### config.mk
export PLATFORM = sky130hd
export DESIGN_NAME = key_input_conditioner
export DESIGN_NICKNAME = d
export VERILOG_FILES = /design/src/rtl/key_input_conditioner.sv
export SDC_FILE = /design/constraint.sdc
export NUM_CORES = 1
export LEC_CHECK = 0
export CORE_MARGIN = 4
export CORE_UTILIZATION = 35
export DETAILED_ROUTE_END_ITERATION = 7
export GPL_TIMING_DRIVEN = 0
export PLACE_DENSITY_LB_ADDON = 0.2
export SYNTH_ARGS = -nofsm -noshare
export SYNTH_HDL_FRONTEND = slang
export SYNTH_SLANG_ARGS = --single-unit
### constraint.sdc
create_clock -name Clk -period 1.26 [get_ports Clk]
set_input_delay 0.252 -clock Clk [delete_from_list [all_inputs] [get_ports Clk]]
set_output_delay 0.252 -clock Clk [all_outputs]
set_load 0.1 [all_outputs]
### src/rtl/key_input_conditioner.sv
// key_input_conditioner: synchronizes and debounces two push-buttons, emits one
// registered pulse per accepted press, and latches the password switches on
// that pulse so the lock FSM always samples a stable Password with Key1/Key2.
module key_input_conditioner #(
   parameter int DEBOUNCE_CYCLES = 4,
   parameter int CNT_W           = 3
) (
   input  logic       Clk,
   input  logic       Reset,
   input  logic       Key1_raw,
   input  logic       Key2_raw,
   input  logic [3:0] Password_raw,
   output logic       Key1,
   output logic       Key2,
   output logic [3:0] Password,
   output logic       Conflict
);

   localparam int NUM_KEYS = 2;

   localparam logic [1:0] IDLE         = 2'd0;
   localparam logic [1:0] PRESS_WAIT   = 2'd1;
   localparam logic [1:0] PRESSED      = 2'd2;
   localparam logic [1:0] RELEASE_WAIT = 2'd3;

   localparam logic [CNT_W-1:0] CNT_MAX = CNT_W'(DEBOUNCE_CYCLES - 1);
   localparam logic [CNT_W-1:0] CNT_ONE = CNT_W'(1);

   logic [NUM_KEYS-1:0] key_raw;
   logic [NUM_KEYS-1:0] acc;     // registered: press accepted on the previous edge
   logic [3:0]          pw_s1;
   logic [3:0]          pw_s2;

   assign key_raw = {Key2_raw, Key1_raw};

   genvar g;
   generate
      for (g = 0; g < NUM_KEYS; g++) begin : g_key
         logic             s1;
         logic             s2;
         logic [1:0]       state;
         logic [CNT_W-1:0] cnt;
         logic             acc_q;

         // Per-key synchronizer, debounce FSM and accept flag. The accept is
         // registered on the PRESS_WAIT->PRESSED edge; the output stage adds one
         // more edge so Key and Password move together.
         always_ff @(posedge Clk or negedge Reset) begin
            if (!Reset) begin
               s1    <= 1'b0;
               s2    <= 1'b0;
               state <= IDLE;
               cnt   <= '0;
               acc_q <= 1'b0;
            end else begin
               s1    <= key_raw[g];
               s2    <= s1;
               acc_q <= (state == PRESS_WAIT) && s2 && (cnt == CNT_MAX);
               case (state)
                  IDLE: begin
                     if (s2) begin
                        state <= PRESS_WAIT;
                        cnt   <= CNT_ONE;
                     end
                  end
                  PRESS_WAIT: begin
                     if (!s2) begin
                        state <= IDLE;
                        cnt   <= '0;
                     end else if (cnt == CNT_MAX) begin
                        state <= PRESSED;
                        cnt   <= '0;
                     end else begin
                        cnt <= cnt + 1'b1;
                     end
                  end
                  PRESSED: begin
                     // holding never re-pulses; only a release can leave here
                     if (!s2) begin
                        state <= RELEASE_WAIT;
                        cnt   <= CNT_ONE;
                     end
                  end
                  RELEASE_WAIT: begin
                     if (s2) begin
                        state <= PRESSED;
                        cnt   <= '0;
                     end else if (cnt == CNT_MAX) begin
                        state <= IDLE;
                        cnt   <= '0;
                     end else begin
                        cnt <= cnt + 1'b1;
                     end
                  end
                  default: begin
                     state <= IDLE;
                     cnt   <= '0;
                  end
               endcase
            end
         end

         assign acc[g] = acc_q;
      end
   endgenerate

   // Password switch synchronizer.
   always_ff @(posedge Clk or negedge Reset) begin
      if (!Reset) begin
         pw_s1 <= '0;
         pw_s2 <= '0;
      end else begin
         pw_s1 <= Password_raw;
         pw_s2 <= pw_s1;
      end
   end

   // Output stage: single accept pulses and latches Password; a same-edge
   // double accept is reported as Conflict and leaves Password untouched.
   always_ff @(posedge Clk or negedge Reset) begin
      if (!Reset) begin
         Key1     <= 1'b0;
         Key2     <= 1'b0;
         Conflict <= 1'b0;
         Password <= '0;
      end else begin
         Key1     <= acc[0] & ~acc[1];
         Key2     <= acc[1] & ~acc[0];
         Conflict <= &acc;
         if (^acc) Password <= pw_s2;
      end
   end

endmodule

### After elaboration in Yosys (flattened, before gate mapping)

Index checks and enable logic that the tools add are counted.

| cells by class | value |
|---|---|
| add/subtract/negate cells | 2 |
| equality and inequality tests | 16 |
| multiplexer cells | 26 |
| bitwise gates (word level) | 4 |
| reductions and logical operators | 12 |

Operators by type and width:

| kind | number |
|---|---|
| $mux W3 | 10 |
| $mux W2 | 12 |
| $pmux W3 S4 | 2 |
| $pmux W2 S4 | 2 |
| $eq A2 B2 Y1 const B | 4 |
| $ne A2 B2 Y1 const B | 4 |
| $reduce_and A4 Y1 | 2 |
| $add A3 B1 Y3 const B | 2 |
| $eq A3 B2 Y1 const B | 2 |
| $ne A3 B2 Y1 const B | 2 |
| $ne A3 B3 Y1 const B | 2 |
| $reduce_and A2 Y1 | 3 |
| $eq A2 B1 Y1 const B | 2 |
| $logic_and A1 B1 Y1 | 4 |
| $logic_not A2 Y1 | 2 |
| $and A1 B1 Y1 | 2 |
| $not A1 Y1 | 2 |
| $reduce_xor A2 Y1 | 1 |

| word-level totals | value |
|---|---|
| register bits after elaboration | 31 |
| input port bits | 8 |
| output and inout port bits | 7 |
| logic and storage cells | 76 |

### Logic depth before layout (Yosys ltp)

| depth | value |
|---|---|
| depth after elaboration | 4 |
| mapped depth | 4 |

### Worst setup path after synthesis

Ideal clock, no wire load.

| timing path | value |
|---|---|
| path type | register to register |
| start | reg, netlist name Password[0] |
| end | reg Password[0] |
| library setup time | 0.126 ns |
| arrival | 1.134 ns |
| data required time | 1.134 ns |
| setup slack | 0.000 ns |
| cell stages (with the launch flop) | 2 |
| path buffers | 0 |
| clock period less this slack | 1.260 ns |
| cells stage by stage | dfrtp_1 -> mux2_2 |

RTL lines:

| item | line | text |
|---|---|---|
| to (signal assigned) | 130 | `if (^acc) Password <= pw_s2;` |
| to (decl) | 15 | `output logic [3:0] Password,` |

==> impl_metrics.toml <==
[floorplanning]
die_area_um2 = 4140
fp-row-count = 20
die_height_um = 64.3
io_pins = 15
core-area_um2 = 3050
initial_utilization_pct = 36.4
die_w_um = 64.3

[routing]
wl_um = 1570
firstDrtPassIters = 3
drt-initial-drc-count = 4
vias = 630
wl_per_cell_um = 10.9
drc = 0
antenna_left = 0
via_per_inst = 4.38

[synthesis]
seq_area_frac_synth_pct = 69.8
synthTopCellsByArea = "dfrtp_1 (70%), mux2_2 (6.1%), ha_1 (5.6%)"
netlist_area_um2 = 1110
ys_types = 16
syn_avg_cell_area_um2 = 15.6
syn_inst = 71
synth_top_area_share_pct = 69.8
synthesis.nets = 84
yosysWarnings = 0
netlist.top_cell.by_area = "dfrtp_1"
synth_seq_cells = 31

[job]
maxCapViolCount = 0

[critical_path]
r2r-start = "g_key[0].cnt[0]$_DFFE_PN0P_"
crit_start = "g_key[0].cnt[0]$_DFFE_PN0P_"
crit_family = "flip-flops"
required_ps = 1470
critPathCaptureType = "flip-flop"
cp.arrival_ps = 1450
slowest_delay_ps = 410
critical_path.slowest_cell = "dfrtp_1"
worst-path-buf-inv = 0
critPathKind = "reg -> reg"
crit_path_start_kind = "flip-flop"
cp_max_fo = 3
cp_cell_sequence = "ha_2, nor2b_4, nand2_2, mux2_2"

[final_layout]
seq_area_um2 = 776
drive_gt1_share_pct = 36.0
syn2layout_area_growth_pct = 30.1
multiInputGateArea_um2 = 350
final_common_cell = "dfrtp_1"
final_core_util_pct = 47.3
n_antenna_cell = 0
layout_common_cells = "dfrtp_1 (31), buf_4 (9), mux2_2 (6), clkdlybuf4s50_1 (6), clkbuf_4 (5)"
final_nets = 112
fill_cells = 300
finalNonFillerCells = 144

[global_route]
grt_pass1_wl_um = 2750
grt-ovfl-total = 0
grt_pass1_vias = 648
antenna_found_initial = 0
grt_max_degree = 32
grt_usage_pct = 9.03

[clock_tree]
root_buffer = "clkbuf_4"
cts.sinks = 31
cts_tree = "built"
clk_latency_ps = 320
path_clk_slew_ps = 90
clockBufferDepth = 2
cts_max_level = 2
cts_made_buffers = 5

[timing]
fin_tns_setup_ps = 0
rsz0062_at_grt = "true"
fmax_mhz = 808
worst_pin_slew_ps = 646
fin_skew_ps = 6.95
hold_violations = 0
post-route-period-util_pct = 98.3
slew_viol_final = 0
whs_ps = 345
period_needed_ps = 1240
finalSetupViolCount = 0
slew_headroom_pct = 56.9

[hold_path]
hp-class = "reg -> reg"
hold_start = "g_key[0].s1$_DFF_PN0_"

[power]
intPower_mw = 2.02
clock_power_share_pct = 19.4
seq_power_share_pct = 42.4
p_sw_share_pct = 38.2
cellPowerDensity_nw_per_um2 = 2270
p_leak_nw = 0.654
p_comb_share_pct = 38.2
peakVddDrop_mv = 1.23
power.switching_mw = 1.25
p_total_mw = 3.27

[run_status]
status = "finished clean"

[placement]
place_inst = 129
gp_congestion = 0.708
dpl.hpwl_um = 1060
port_buffers = 14
-- synth_stat cells --
master	count
a21oi_1	2
dfrtp_1	31
ha_1	5
inv_1	2
mux2_2	6
nand2_1	4
nand4b_1	1
nor2_1	2
nor2b_4	2
nor3b_1	2
nor3b_2	2
o21a_1	4
o21ai_0	3
o2bb2ai_1	1
xnor2_1	2
xor2_1	2
-- routing by layer --
metal	vias up	part of all wire [%]	global-route usage, %
met5	-	0	0
met4	0	3.0	5.54
met3	7	7.6	4.92
met2	16	46	13.1
met1	312	43	10.3
li1	295	-	-
-- power groups by stage --
stage	Combinational [mW]	Sequential, mW	Clock [mW]
after CTS	1.16	1.37	0.661
final	1.25	1.39	0.635
after global placement	1.12	1.38	0
after detailed placement	1.14	1.39	0
after floorplan	0.416	1.84	0
after global routing	1.34	1.42	0.720
-- repair_timing --
| item | 4_1_cts | 5_1_grt |
|---|---|---|
| hold endpoints to repair | 0 | 28 |
| hold buffers | 0 | 1 |
| endpoints found under the setup margin | 44 | 8 |
| buffers inserted | 1 | 5 |
| resized for setup | 47 | 6 |
| pin swaps | 1 | 2 |
-- worst register-to-register path, stage by stage (launching register included) --
cell and delay [ps]:
dfrtp_1 410, ha_2 200, nor2b_4 130, nand2_2 70
mux2_2 320
-- layout make-up --
cell class	count	share of cell area [%]
inverters	2	0.519
flip-flops and latches	31	53.7
clock buffers	8	4.76
repair buffers	21	13.0
multi-input cells	38	24.2
well taps	44	3.81
-- path summary, 6_finish.rpt --
kind,depth (start not counted),slack (ps),endpoint
setup / recovery,4,20,flip-flop
hold / removal,0,340,g_key[0].s2$_DFF_PN0_
setup reg to reg,4,20,flip-flop
hold reg to reg,0,340,g_key[0].s2$_DFF_PN0_
max in group asynchronous,2,350,Password[0]$_DFFE_PN0P_
min in group asynchronous,2,490,g_key[0].cnt[2]$_DFFE_PN0P_
-- state kept, by name, indices dropped and copies added, names as in the netlist, named ones only --
signal,cells
Conflict,1
pw_s2,4
g_key.s2,2
g_key.s1,2
Key2,1
pw_s1,4
g_key.cnt,6
Key1,1
Password,4
g_key.state,2
g_key.acc_q,2
-- per-stage QoR --
step                setup slack [ps]  cell area (um2)
floorplan                      0.479             1110
global placement                -589             1310
detailed placement              -593             1310
CTS                            0.380             1380
global route                   -17.7             1450
finish                          21.8             1450
-- kinds of logic after synthesis --
| group | synth area share [%] |
|---|---|
| buf+inv | 0.676 |
| mux | 6.08 |
| xor+xnor | 3.15 |
| compound gates | 5.74 |
| flops | 69.8 |
| fa+ha+maj | 5.63 |
| simple gates | 8.90 |
(Power assumes the default switching activity.)
